[config.mk]
export PLATFORM = sky130hd
export DESIGN_NAME = shifter_flat
export DESIGN_NICKNAME = d
export VERILOG_FILES = /design/src/rtl/shifter_if.sv /design/src/rtl/shifter.sv /design/src/flat_wrapper.sv
export SDC_FILE = /design/constraint.sdc
export NUM_CORES = 1
export LEC_CHECK = 0
export ABC_AREA = 1
export CELL_PAD_IN_SITES_DETAIL_PLACEMENT = 0
export CELL_PAD_IN_SITES_GLOBAL_PLACEMENT = 1
export CORE_ASPECT_RATIO = 1.4
export CORE_MARGIN = 8
export CORE_UTILIZATION = 30
export DETAILED_ROUTE_END_ITERATION = 16
export PLACE_DENSITY_LB_ADDON = 0.1
export SETUP_SLACK_MARGIN = 0.02
export SYNTH_ARGS = -nofsm -noshare
export SYNTH_HDL_FRONTEND = slang
export SYNTH_SLANG_ARGS = --single-unit
[constraint.sdc]
create_clock -name clock -period 1.45 [get_ports clock]
set_input_delay 0.29 -clock clock [delete_from_list [all_inputs] [get_ports clock]]
set_output_delay 0.29 -clock clock [all_outputs]
set_load 0.02 [all_outputs]
[src/rtl/shifter_if.sv]
// Operand/result bundle for the shifter: the master drives operands, the slave returns the registered result.
interface shifter_if #(
    parameter int WIDTH = 32
);
    localparam int AMT_W = $clog2(WIDTH);

    logic             in_valid;
    logic [WIDTH-1:0] value_in;
    logic [1:0]       shiftop;
    logic [AMT_W-1:0] shiftamt;
    logic [WIDTH-1:0] result;
    logic             out_valid;

    modport master (
        output in_valid, value_in, shiftop, shiftamt,
        input  result, out_valid
    );

    modport slave (
        input  in_valid, value_in, shiftop, shiftamt,
        output result, out_valid
    );
endinterface

[src/rtl/shifter.sv]
// Single-cycle logarithmic barrel shifter (SRL/SRA/SLL, op 11 = pass-through or rotate).
// Define SHIFTER_ROTATE_EN to turn op 11 into rotate-right; otherwise op 11 passes value_in through.
module shifter #(
    parameter int WIDTH = 32
) (
    input  logic     clock,
    input  logic     reset,
    shifter_if.slave sh
);
    localparam int AMT_W = $clog2(WIDTH);

    localparam logic [1:0] OP_SRL = 2'b00;
    localparam logic [1:0] OP_SRA = 2'b01;
    localparam logic [1:0] OP_SLL = 2'b10;
    localparam logic [1:0] OP_ROR = 2'b11;

    localparam logic [WIDTH-1:0] ONES = {WIDTH{1'b1}};

    function automatic logic [WIDTH-1:0] bit_rev(input logic [WIDTH-1:0] x);
        return {<<{x}};
    endfunction

`ifdef SHIFTER_ROTATE_EN
    // One barrel stage of distance n; rotate wraps the bits shifted out back into the top.
    function automatic logic [WIDTH-1:0] shr_stage(input logic [WIDTH-1:0] x,
                                                   input logic en, input int n,
                                                   input logic fill, input logic rot);
        logic [WIDTH-1:0] y;
        y = (x >> n) | (~(ONES >> n) & {WIDTH{fill}});
        if (rot) y = (x >> n) | (x << (WIDTH - n));
        return en ? y : x;
    endfunction
`else
    // One barrel stage of distance n; vacated top bits take the fill value.
    function automatic logic [WIDTH-1:0] shr_stage(input logic [WIDTH-1:0] x,
                                                   input logic en, input int n,
                                                   input logic fill);
        logic [WIDTH-1:0] y;
        y = (x >> n) | (~(ONES >> n) & {WIDTH{fill}});
        return en ? y : x;
    endfunction
`endif

    logic             is_left;
    logic             fill_bit;
    logic [WIDTH-1:0] net;
    logic [AMT_W-1:0] amt_sh;
    logic [WIDTH-1:0] net_out;
    logic [WIDTH-1:0] result_d;
    logic             out_valid_d;
`ifdef SHIFTER_ROTATE_EN
    logic             rot_en;
`endif

    logic [WIDTH-1:0] result_q;
    logic             out_valid_q;

    // Left shifts reuse the right-shift network by reversing bits on the way in and out.
    always_comb begin
        is_left  = (sh.shiftop == OP_SLL);
        fill_bit = (sh.shiftop == OP_SRA) && sh.value_in[WIDTH-1];
`ifdef SHIFTER_ROTATE_EN
        rot_en   = (sh.shiftop == OP_ROR);
`endif
        net    = is_left ? bit_rev(sh.value_in) : sh.value_in;
        amt_sh = '0;
        for (int s = 0; s < AMT_W; s++) begin
            amt_sh = sh.shiftamt >> s;
`ifdef SHIFTER_ROTATE_EN
            net = shr_stage(net, amt_sh[0], 1 << s, fill_bit, rot_en);
`else
            net = shr_stage(net, amt_sh[0], 1 << s, fill_bit);
`endif
        end
        net_out = is_left ? bit_rev(net) : net;

`ifdef SHIFTER_ROTATE_EN
        result_d = net_out;
`else
        result_d = (sh.shiftop == OP_ROR) ? sh.value_in : net_out;
`endif
        out_valid_d = sh.in_valid;
    end

    // Result register: reset wins over in_valid; idle cycles hold the last result.
    always_ff @(posedge clock) begin
        if (reset) begin
            result_q    <= '0;
            out_valid_q <= 1'b0;
        end else begin
            out_valid_q <= out_valid_d;
            if (sh.in_valid) result_q <= result_d;
        end
    end

    assign sh.result    = result_q;
    assign sh.out_valid = out_valid_q;
endmodule

[src/flat_wrapper.sv]
// flat-port wrapper written by rule: the top's interface ports become plain ports
module shifter_flat 
#(
    parameter int WIDTH = 32
)
  (clock, reset, sh_in_valid, sh_value_in, sh_shiftop, sh_shiftamt, sh_result, sh_out_valid);
  shifter_if #(.WIDTH(WIDTH)) sh_i ();
  input  logic clock;
  input  logic reset;
  input wire logic [$bits(sh_i.in_valid)-1:0] sh_in_valid;
  input wire logic [$bits(sh_i.value_in)-1:0] sh_value_in;
  input wire logic [$bits(sh_i.shiftop)-1:0] sh_shiftop;
  input wire logic [$bits(sh_i.shiftamt)-1:0] sh_shiftamt;
  output wire logic [$bits(sh_i.result)-1:0] sh_result;
  output wire logic [$bits(sh_i.out_valid)-1:0] sh_out_valid;
  assign sh_i.in_valid = sh_in_valid;
  assign sh_i.value_in = sh_value_in;
  assign sh_i.shiftop = sh_shiftop;
  assign sh_i.shiftamt = sh_shiftamt;
  assign sh_result = sh_i.result;
  assign sh_out_valid = sh_i.out_valid;
  shifter #(.WIDTH(WIDTH)) u_core (.clock(clock), .reset(reset), .sh(sh_i));
endmodule
==> flow_metrics.tcl, run 1 <==
set metrics [dict create \
    ys_seq_elements 33 \
    drt.antenna.violating_nets 0 \
    crit_chain "buf_12 > buf_6 > nor2_4 > buf_4 > nand2_4 > nand3_4 > nand3_2 > nand3_2 > buf_4 > nand3_4 > nand3_4 > nand3_2 > nand3b_1 > nand2_1 > inv_1" \
    clk_pin_slew_ps 50 \
    peakVddDrop_mv 0.769 \
    slew_viol_final 0 \
    max_slew_margin_pct 68.3 \
    cp_max_fo 4 \
    htree_num_levels 2 \
    yosys.area.top_type_share_pct 36.5 \
    drtPass1Iterations 5 \
    clock_skew_ps 0 \
    violations "setup timing" \
    drive_gt1_share_pct 52.2 \
    synth_edf_count 0 \
    start_util_pct 30.7 \
    diodes 0 \
    vias 6695 \
    setup_viol 32 \
    fp.dieH_um 160 \
    reg2reg_to "u_core.sh.result[28]" \
    power.total_w 0.00501 \
    async_flop_share_pct 0 \
    rsz0062_at_grt "yes" \
    grt.total_usage_pct 26.4 \
    grt_overflow 0 \
    syn_to_final_growth_pct 101 \
    cpMaxStageDelayCell "nor2_4" \
    core-area_um2 14400 \
    grt_pass1_vias 6812 \
    min_period_ps 1620 \
    synth_ff_type "dfxtp_1" \
    drtIter0Drc 382 \
    fill_cells 1380 \
    timing.rr.start "u_core.sh.result[28]" \
    p_per_area_nw_per_um2 562 \
    ys_top_cells_by_area "nand3_1, nand2_1, dfxtp_1" \
    crit_type "input pin to flip-flop" \
    r2r_cells 2 \
    required_ps 1670 \
    slowest_delay_ps 150 \
    cts_made_buffers 5 \
    root_buffer "clkbuf_16" \
    netlist_instances 839 \
    grt_max_degree 43 \
    syn-num-nets 881 \
    endpoint_kind "flip-flop" \
    wire_per_inst_um 22.1 \
    dieWidth_um 119 \
    holdPathEnd "u_core.sh.result[15]" \
    ios 75 \
    timing.hold.ws_ps 509 \
    cts.path.max_buffers 2 \
    status "complete, but fails checks" \
    hold_violations 0 \
    hold_start "u_core.sh.result[15]" \
    tightest_slew_ps 476 \
    placementRows 52 \
    start_kind "input pin" \
    yosysWarnings 0 \
    design.die.area_um2 19000 \
    yosysTopAreaCell "nand3_1" \
    cts_tree "done" \
    holdPathStages 2 \
    p_leak_nw 4.32 \
    syn_avg_cell_area_um2 5.28 \
    cp_top_family "simple AND/OR/NAND/NOR gates" \
    clkLatencyLatePin_ps 280 \
    drcViolationCount 0 \
    post-route-period-util_pct 111 \
    syn-cell-area_um2 4430 \
    port_buffers 74 \
    gp_congestion 0.971 \
    dp_hpwl_um 19000 \
    seq_area_frac_synth_pct 14.9 \
    rrSetupSlack_ps 640 \
    antenna_found_initial 0 \
    numClockSinks 33 \
    max_clock_freq_mhz 619 \
    synth_cell_types 23 \
    cp_data_arrival_time_ps 1840 \
    nets 1047 \
    hold_class "flip-flop to flip-flop" \
    max_cap_violations 0 \
    setup_ws_ps -166 \
    grt_pass1_wl_um 39300 \
    viasPerCell 5.60 \
    wirelength_um 26400 \
    worst-path-buf-inv 5 \
]
==> how the worst max path moves through the flow <==
| stage | cells past startpoint | end | slack (ps) | from |
|---|---|---|---|---|
| after floorplan | 16 | u_core.sh.result[8] | -100 | sh_shiftop[0] |
| after global placement | 15 | u_core.sh.result[6] | -1100 | sh_shiftop[0] |
| after detailed placement | 15 | u_core.sh.result[6] | -1140 | sh_shiftop[0] |
| after CTS | 16 | u_core.sh.result[18] | -120 | sh_shiftop[0] |
| after global routing | 18 | u_core.sh.result[20] | -240 | sh_shiftop[0] |
| final | 15 | u_core.sh.result[6] | -170 | sh_shiftop[0] |
==> layout make-up <==
cell class	instances	area, µm²	share of cell area, %
multi-input combinational	670	5320	59.6
clock buffer	6	129	1.44
timing repair buffer	222	2250	25.2
timing repair inverter	1	11.3	0.126
sequential	33	661	7.40
inverter	72	307	3.44
clock inverter	2	10.0	0.112
tap	189	236	2.65
==> report_power, final <==
part           total [W]  leakage (nW)  internal (W)  switching [W]
combinational    0.00299          3.98       0.00118        0.00181
sequential       0.00101         0.274      0.000979      0.0000350
clock            0.00101        0.0706      0.000630       0.000383
total            0.00501          4.32       0.00279        0.00222
==> registers in the layout (all words and copies together) (netlist names) <==
name,cells
u_core.sh.result,32
u_core.sh.out_valid,1
==> through the flow <==
step	setup slack (ps)	TNS, ps	util [%]	cell area [µm²]	cells
3_3_place_gp	-1100	-32260	42.9	6200	1158
6_report	-166	-3780	61.8	8920	1195
3_5_place_dp	-1140	-32300	42.9	6200	1158
4_1_cts	-119	-2360	57.1	8250	1189
2_1_floorplan	-97.4	-2750	-	4490	839
5_1_grt	-244	-6420	61.8	8920	1195
==> routing by layer <==
metal | GRT usage, % | share of wire (%) | wire, µm
met1 | 27.4 | 36 | 9590
met2 | 47.9 | 51 | 13500
met3 | 2.89 | 4.3 | 1140
met4 | 19.4 | 8.3 | 2200
met5 | 0 | 0 | 0
==> worst register-to-register path, delay by kind of cell (launching register included) <==
family | cells | cell delay [ps]
AOI/OAI and AO/OA | 1 | 270
DFF | 1 | 350
and+or+nand+nor | 1 | 80
==> cell usage in the layout (no fill, tap or decap), drive strengths merged <==
cell / Yosys / routed
inv: 72 / 72
nand2: 228 / 229
nand3: 340 / 340
buf: 42 / 150
clkinv: 0 / 3
bufbuf: 0 / 1
clkdlybuf4s15: 0 / 5
a21oi: 5 / 5
clkdlybuf4s50: 0 / 2
dlygate4sd2: 0 / 60
clkbuf: 23 / 10
nand3b: 10 / 10
nor2: 67 / 67
dfxtp: 33 / 33
o211ai: 1 / 1
o21ai: 18 / 18
==> cell usage after synthesis, types with 3 or more instances <==
master and number:
o21ai_0 17, clkbuf_4 3, nand2_1 227, nand3_1 323, a21oi_1 5, nand3b_1 10, inv_1 70, buf_6 8
nor2_1 66, dfxtp_1 33, buf_4 7, clkbuf_1 20, nand3_2 17, buf_2 17, buf_1 8
==> kinds of logic (layout without fill, tap and decap cells) <==
kind of cell | after synthesis | count (layout) | share of synthesized area [%]
buffers and inverters | 137 | 303 | 15.0
DFF | 33 | 33 | 14.9
AOI/OAI and AO/OA | 24 | 24 | 2.77
and+or+nand+nor | 645 | 646 | 67.3
==> timing repair <==
action                                  4_1_cts  5_1_grt
hold endpoints to repair                      0        0
gates cloned                                  7        3
endpoints found under the setup margin       65       32
pin swaps                                    67       61
resized for setup                           444      124
hold buffers                                  0        0
setup buffers                                16        4
(Power assumes the default switching activity.)
==> run 2: changes to the inputs <==
Settings changed: CORE_ASPECT_RATIO 1.4 to 0.7, GPL_TIMING_DRIVEN set to 0.
==> run 2 against run 1 <==
The run still ends with setup timing left; via count is 3.8% lower; register-to-register slack better by 140 ps; cell area is 18% lower; setup slack worse by 40 ps; wire length is 8.1% lower; largest power group unchanged.
==> flow_metrics.tcl, run 2 (synthesized netlist as in run 1, its figures left out) <==
set metrics [dict create \
    crit_top_cell "nand3_1" \
    start_util_pct 30.4 \
    clock_skew_ps 0 \
    viasPerCell 5.70 \
    wirelength_um 24300 \
    fill_cells 1518 \
    core-area_um2 14600 \
    setup_ws_ps -205 \
    seq_power_share_pct 21.5 \
    grt_pass1_wl_um 36800 \
    cp_data_arrival_time_ps 1830 \
    setup_viol 32 \
    dieWidth_um 161 \
    fp.dieH_um 118 \
    numClockSinks 33 \
    place_inst 1101 \
    syn_to_final_growth_pct 65.6 \
    diodes 0 \
    drtPass1Iterations 6 \
    timing.hold.ws_ps 490 \
    drive_gt1_share_pct 39.7 \
    status "complete, but fails checks" \
    grt.total_usage_pct 24.8 \
    post-route-period-util_pct 114 \
    start_kind "input pin" \
    cts_tree "done" \
    crit_chain "buf_12 > inv_12 > nand2_8 > buf_4 > nand2_1 > nand3_1 > nand3_1 > nand3_2 > nand3_2 > nand3_1 > nand3_1 > nand3_2 > nand2_1 > inv_1" \
    p_int_w 0.00268 \
    placementRows 37 \
    worst-path-buf-inv 4 \
    port_buffers 67 \
    slowest_delay_ps 190 \
    peakVddDrop_mv 0.366 \
    cp_top_family "simple AND/OR/NAND/NOR gates" \
    layout_common_cells "nand3_2, nand2_1, nand3_1" \
    hold_violations 0 \
    grt_most_used_layer "met2" \
    wire_per_inst_um 21.5 \
    ios 75 \
    pre_cts_ws_ps -1130 \
    tightest_slew_ps 582 \
    violations "setup timing" \
    final_util_pct 50.3 \
    root_buffer "clkbuf_16" \
    fin_cells 1130 \
    drcViolationCount 0 \
    p_leak_nw 3.64 \
    grt_use_met1_pct 35.1 \
    cts.path.max_buffers 2 \
    p_clk_share_pct 26.7 \
    power.switching_w 0.00201 \
    max_clock_freq_mhz 604 \
    max_cap_violations 0 \
    vias 6442 \
    dp_hpwl_um 19100 \
    slew_viol_final 0 \
    grtUsageMet3_pct 7.69 \
    antenna_found_initial 0 \
    hold_class "input pin to flip-flop" \
    swShare_pct 42.9 \
    drtIter0Drc 742 \
    clkLatencyLatePin_ps 280 \
    max_slew_margin_pct 61.2 \
    design.die.area_um2 19000 \
    mostFrequentLayoutCell "nand3_2" \
    htree_num_levels 2 \
    rsz0062_at_grt "yes" \
    drt.antenna.violating_nets 0 \
    clk_pin_slew_ps 60 \
    endpoint_kind "flip-flop" \
    grt_pass1_vias 6279 \
    required_ps 1630 \
    comb_power_share_pct 51.8 \
    crit_type "input pin to flip-flop" \
    gp_congestion 0.999 \
    nets 976 \
    largest_register_ffs 32 \
    min_period_ps 1660 \
    use_met2_pct 35.8 \
    p_per_area_nw_per_um2 640 \
    cpMaxStageDelayCell "buf_4" \
    cp_max_fo 10 \
    grt_max_degree 11 \
    tns_ps -3720 \
    grt_overflow 0 \
    cts_made_buffers 5 \
    holdBufCountCts 0 \
]
[run 2: metrics by stage]
| step | total power, W | area, µm² |
|---|---|---|
| floorplan | 0.00218 | 4490 |
| global placement | 0.00288 | 5400 |
| detailed placement | 0.00288 | 5400 |
| CTS | 0.00443 | 6660 |
| global route | 0.00494 | 7340 |
| finish | 0.00470 | 7340 |
[run 2: final cells by class]
class                   instances  area, µm²  area share [%]
multi-input cells             669       4610            62.8
repair buffers                 88        836            11.4
flip-flops and latches         33        661            9.00
plain buffers                  65        528            7.19
inverters                      72        289            3.94
well taps                     195        244            3.32
clock buffers                   7        143            1.94
clock inverters                 1       30.0           0.409
[run 2: tightest hold or removal path, cell delays in order]
cell,delay (ps)
clkbuf_1,210
nor2_1,150
nand2_1,50
inv_1,40
[run 2: final timing paths]
path	start	endpoint	slack, ps	cells after the start
max reg2reg	u_core.sh.result[26]	u_core.sh.result[26]	780	4
min reg2reg	u_core.sh.result[28]	u_core.sh.result[28]	520	2
max	sh_shiftop[0]	u_core.sh.result[10]	-210	14
min	reset	u_core.sh.result[3]	490	4
[run 2: what timing repair did]
item / 4_1_cts / 5_1_grt
resized for setup: 304 / 150
pin swaps: 27 / 17
setup buffers: 11 / 5
cloned: 4 / 1
setup endpoints to repair: 65 / 32
[run 2: power groups by stage]
stage               sequential, W  combinational (W)  clock (W)
global route              0.00102            0.00260    0.00133
detailed placement        0.00103            0.00185          0
CTS                       0.00101            0.00213    0.00128
finish                    0.00101            0.00243    0.00125
floorplan                 0.00112            0.00106          0
global placement          0.00103            0.00185          0
[run 2: layer usage]
layer / vias up / wire length, µm
li1: 2976 / -
met1: 3091 / 11000
met2: 328 / 9970
met3: 47 / 2870
met4: 0 / 468
met5: - / 0
==> run 3: changes to the inputs <==
Settings changed: SETUP_SLACK_MARGIN 0.02 to 0.15, SKIP_CTS_REPAIR_TIMING set to 1, TNS_END_PERCENT set to 5.
==> run 3 against run 2 <==
The run still ends with setup timing left; combinational power shrank 5%; register-to-register slack is essentially flat; critical path depth grew 1; setup slack lost 2.9 ps; sequential power is essentially flat; first-iteration DRC count grew 9.3%; die area is the same; worst hold slack lost 0.63 ps; critical endpoint is now u_core.sh.result[13].
==> flow_metrics.tcl, run 3 (synthesized netlist as in run 1, its figures left out) <==
set metrics [dict create \
    p_per_area_nw_per_um2 646 \
    viasPerCell 5.62 \
    hold_violations 0 \
    drcViolationCount 0 \
    peakVddDrop_mv 0.382 \
    port_buffers 67 \
    endpoint_kind "flip-flop" \
    p_leak_nw 4.14 \
    rsz0062_at_grt "yes" \
    crit_type "input pin to flip-flop" \
    fill_cells 1482 \
    drtIter0Drc 811 \
    fin_area_um2 7090 \
    status "complete, but fails checks" \
    placed_cell_area_um2 5370 \
    clock_skew_ps 0 \
    grt_max_degree 11 \
    htree_num_levels 2 \
    start_util_pct 30.4 \
    setup_viol 32 \
    cp_max_fo 8 \
    place_inst 1101 \
    antenna_found_initial 0 \
    min_period_ps 1660 \
    max_slew_margin_pct 53.8 \
    grt.total_usage_pct 22.9 \
    core-area_um2 14600 \
    required_ps 1620 \
    post-route-period-util_pct 114 \
    root_buffer "clkbuf_16" \
    ios 75 \
    dieWidth_um 161 \
    syn_to_final_growth_pct 59.9 \
    violations "setup timing" \
    design.die.area_um2 19000 \
    tightest_slew_ps 693 \
    clk_pin_slew_ps 50 \
    clkLatencyLatePin_ps 280 \
    slew_viol_final 0 \
    numClockSinks 33 \
    cp_data_arrival_time_ps 1830 \
    comb_power_share_pct 50.5 \
    swShare_pct 41.8 \
    power.total_w 0.00458 \
    nets 974 \
    wirelength_um 23600 \
    diodes 0 \
    grt_overflow 0 \
    fin_cells 1128 \
    setup_ws_ps -208 \
    fp.dieH_um 118 \
    mostFrequentLayoutCell "nand3_1" \
    p_int_w 0.00266 \
    grt_pass1_wl_um 33900 \
    tns_ps -4760 \
    dp_hpwl_um 18900 \
    drive_gt1_share_pct 33.8 \
    grt_pass1_vias 5824 \
    pre_cts_ws_ps -1140 \
    max_clock_freq_mhz 603 \
    placementRows 37 \
    start_kind "input pin" \
    power.switching_w 0.00191 \
    cts_tree "done" \
    layout_common_cells "nand3_1, nand2_1, nand3_2" \
    drt.antenna.violating_nets 0 \
    max_cap_violations 0 \
    drtPass1Iterations 5 \
    seq_power_share_pct 22.1 \
    hold_class "input pin to flip-flop" \
    vias 6344 \
    wire_per_inst_um 21.0 \
    largest_register_ffs 32 \
    cts.path.max_buffers 2 \
    gp_congestion 1.00 \
    p_clk_share_pct 27.4 \
    cts_made_buffers 5 \
]
==> run 3: cell count changes in the layout (fill, tap and decap cells not counted), moves of 3 or more <==
cell and delta:
nand3_4 -21, buf_16 -3, dlygate4sd2_1 -60, dlymetal6s2s_1 +65, buf_6 +4, nand3_1 +38, nand2_2 -12, nand2_4 -3
nand2_1 +15, nand3_2 -17
==> run 3: worst paths after layout <==
check                            start                   end  slack (ps)  depth (start not counted)
setup / recovery         sh_shiftop[1]  u_core.sh.result[13]        -210                         15
hold / removal                   reset   u_core.sh.result[0]         490                          4
setup reg to reg  u_core.sh.result[30]  u_core.sh.result[30]         770                          4
hold reg to reg   u_core.sh.result[28]  u_core.sh.result[28]         500                          2
==> run 3: power groups by stage <==
stage | clock network, W | logic (W) | registers [W]
floorplan | 0 | 0.00105 | 0.00112
global placement | 0 | 0.00184 | 0.00103
detailed placement | 0 | 0.00183 | 0.00103
CTS | 0.00129 | 0.00183 | 0.00102
global route | 0.00134 | 0.00247 | 0.00102
finish | 0.00125 | 0.00231 | 0.00101
==> run 3: metrics by stage <==
stage / utilization [%] / hold WS, ps
4_1_cts: 38.0 / 496
3_3_place_gp: 36.8 / 497
5_1_grt: 48.6 / 535
2_1_floorplan: - / 583
6_report: 48.6 / 489
3_5_place_dp: 36.8 / 502
==> run 3: area by class of cell <==
class	count	area [µm²]	share of cell area, %
Multi-Input combinational cell	669	4220	59.6
Buffer	65	500	7.06
Timing Repair Buffer	86	996	14.1
Clock inverter	1	30.0	0.424
Sequential cell	33	661	9.32
Inverter	72	289	4.08
Tap cell	195	244	3.44
Clock buffer	7	143	2.01
==> run 3: metal layers <==
metal / GRT usage (%) / share of wire [%]
met2: 32.0 / 41
met5: 0 / 0
met3: 7.09 / 11
met1: 33.6 / 47
met4: 4.04 / 1.8
==> run 3: worst max-delay path, stage by stage <==
cell     delay (ps)
buf_6           120
buf_8           140
buf_4           150
nand3_4         120
nand3_4          90
nand3_2         100
nand2_1          50
nand2_1          90
nand2_2         110
nand2_4         110
nand3_2         110
nand3_2         100
nand2_1          70
nor2_2          120
nor2_1           50
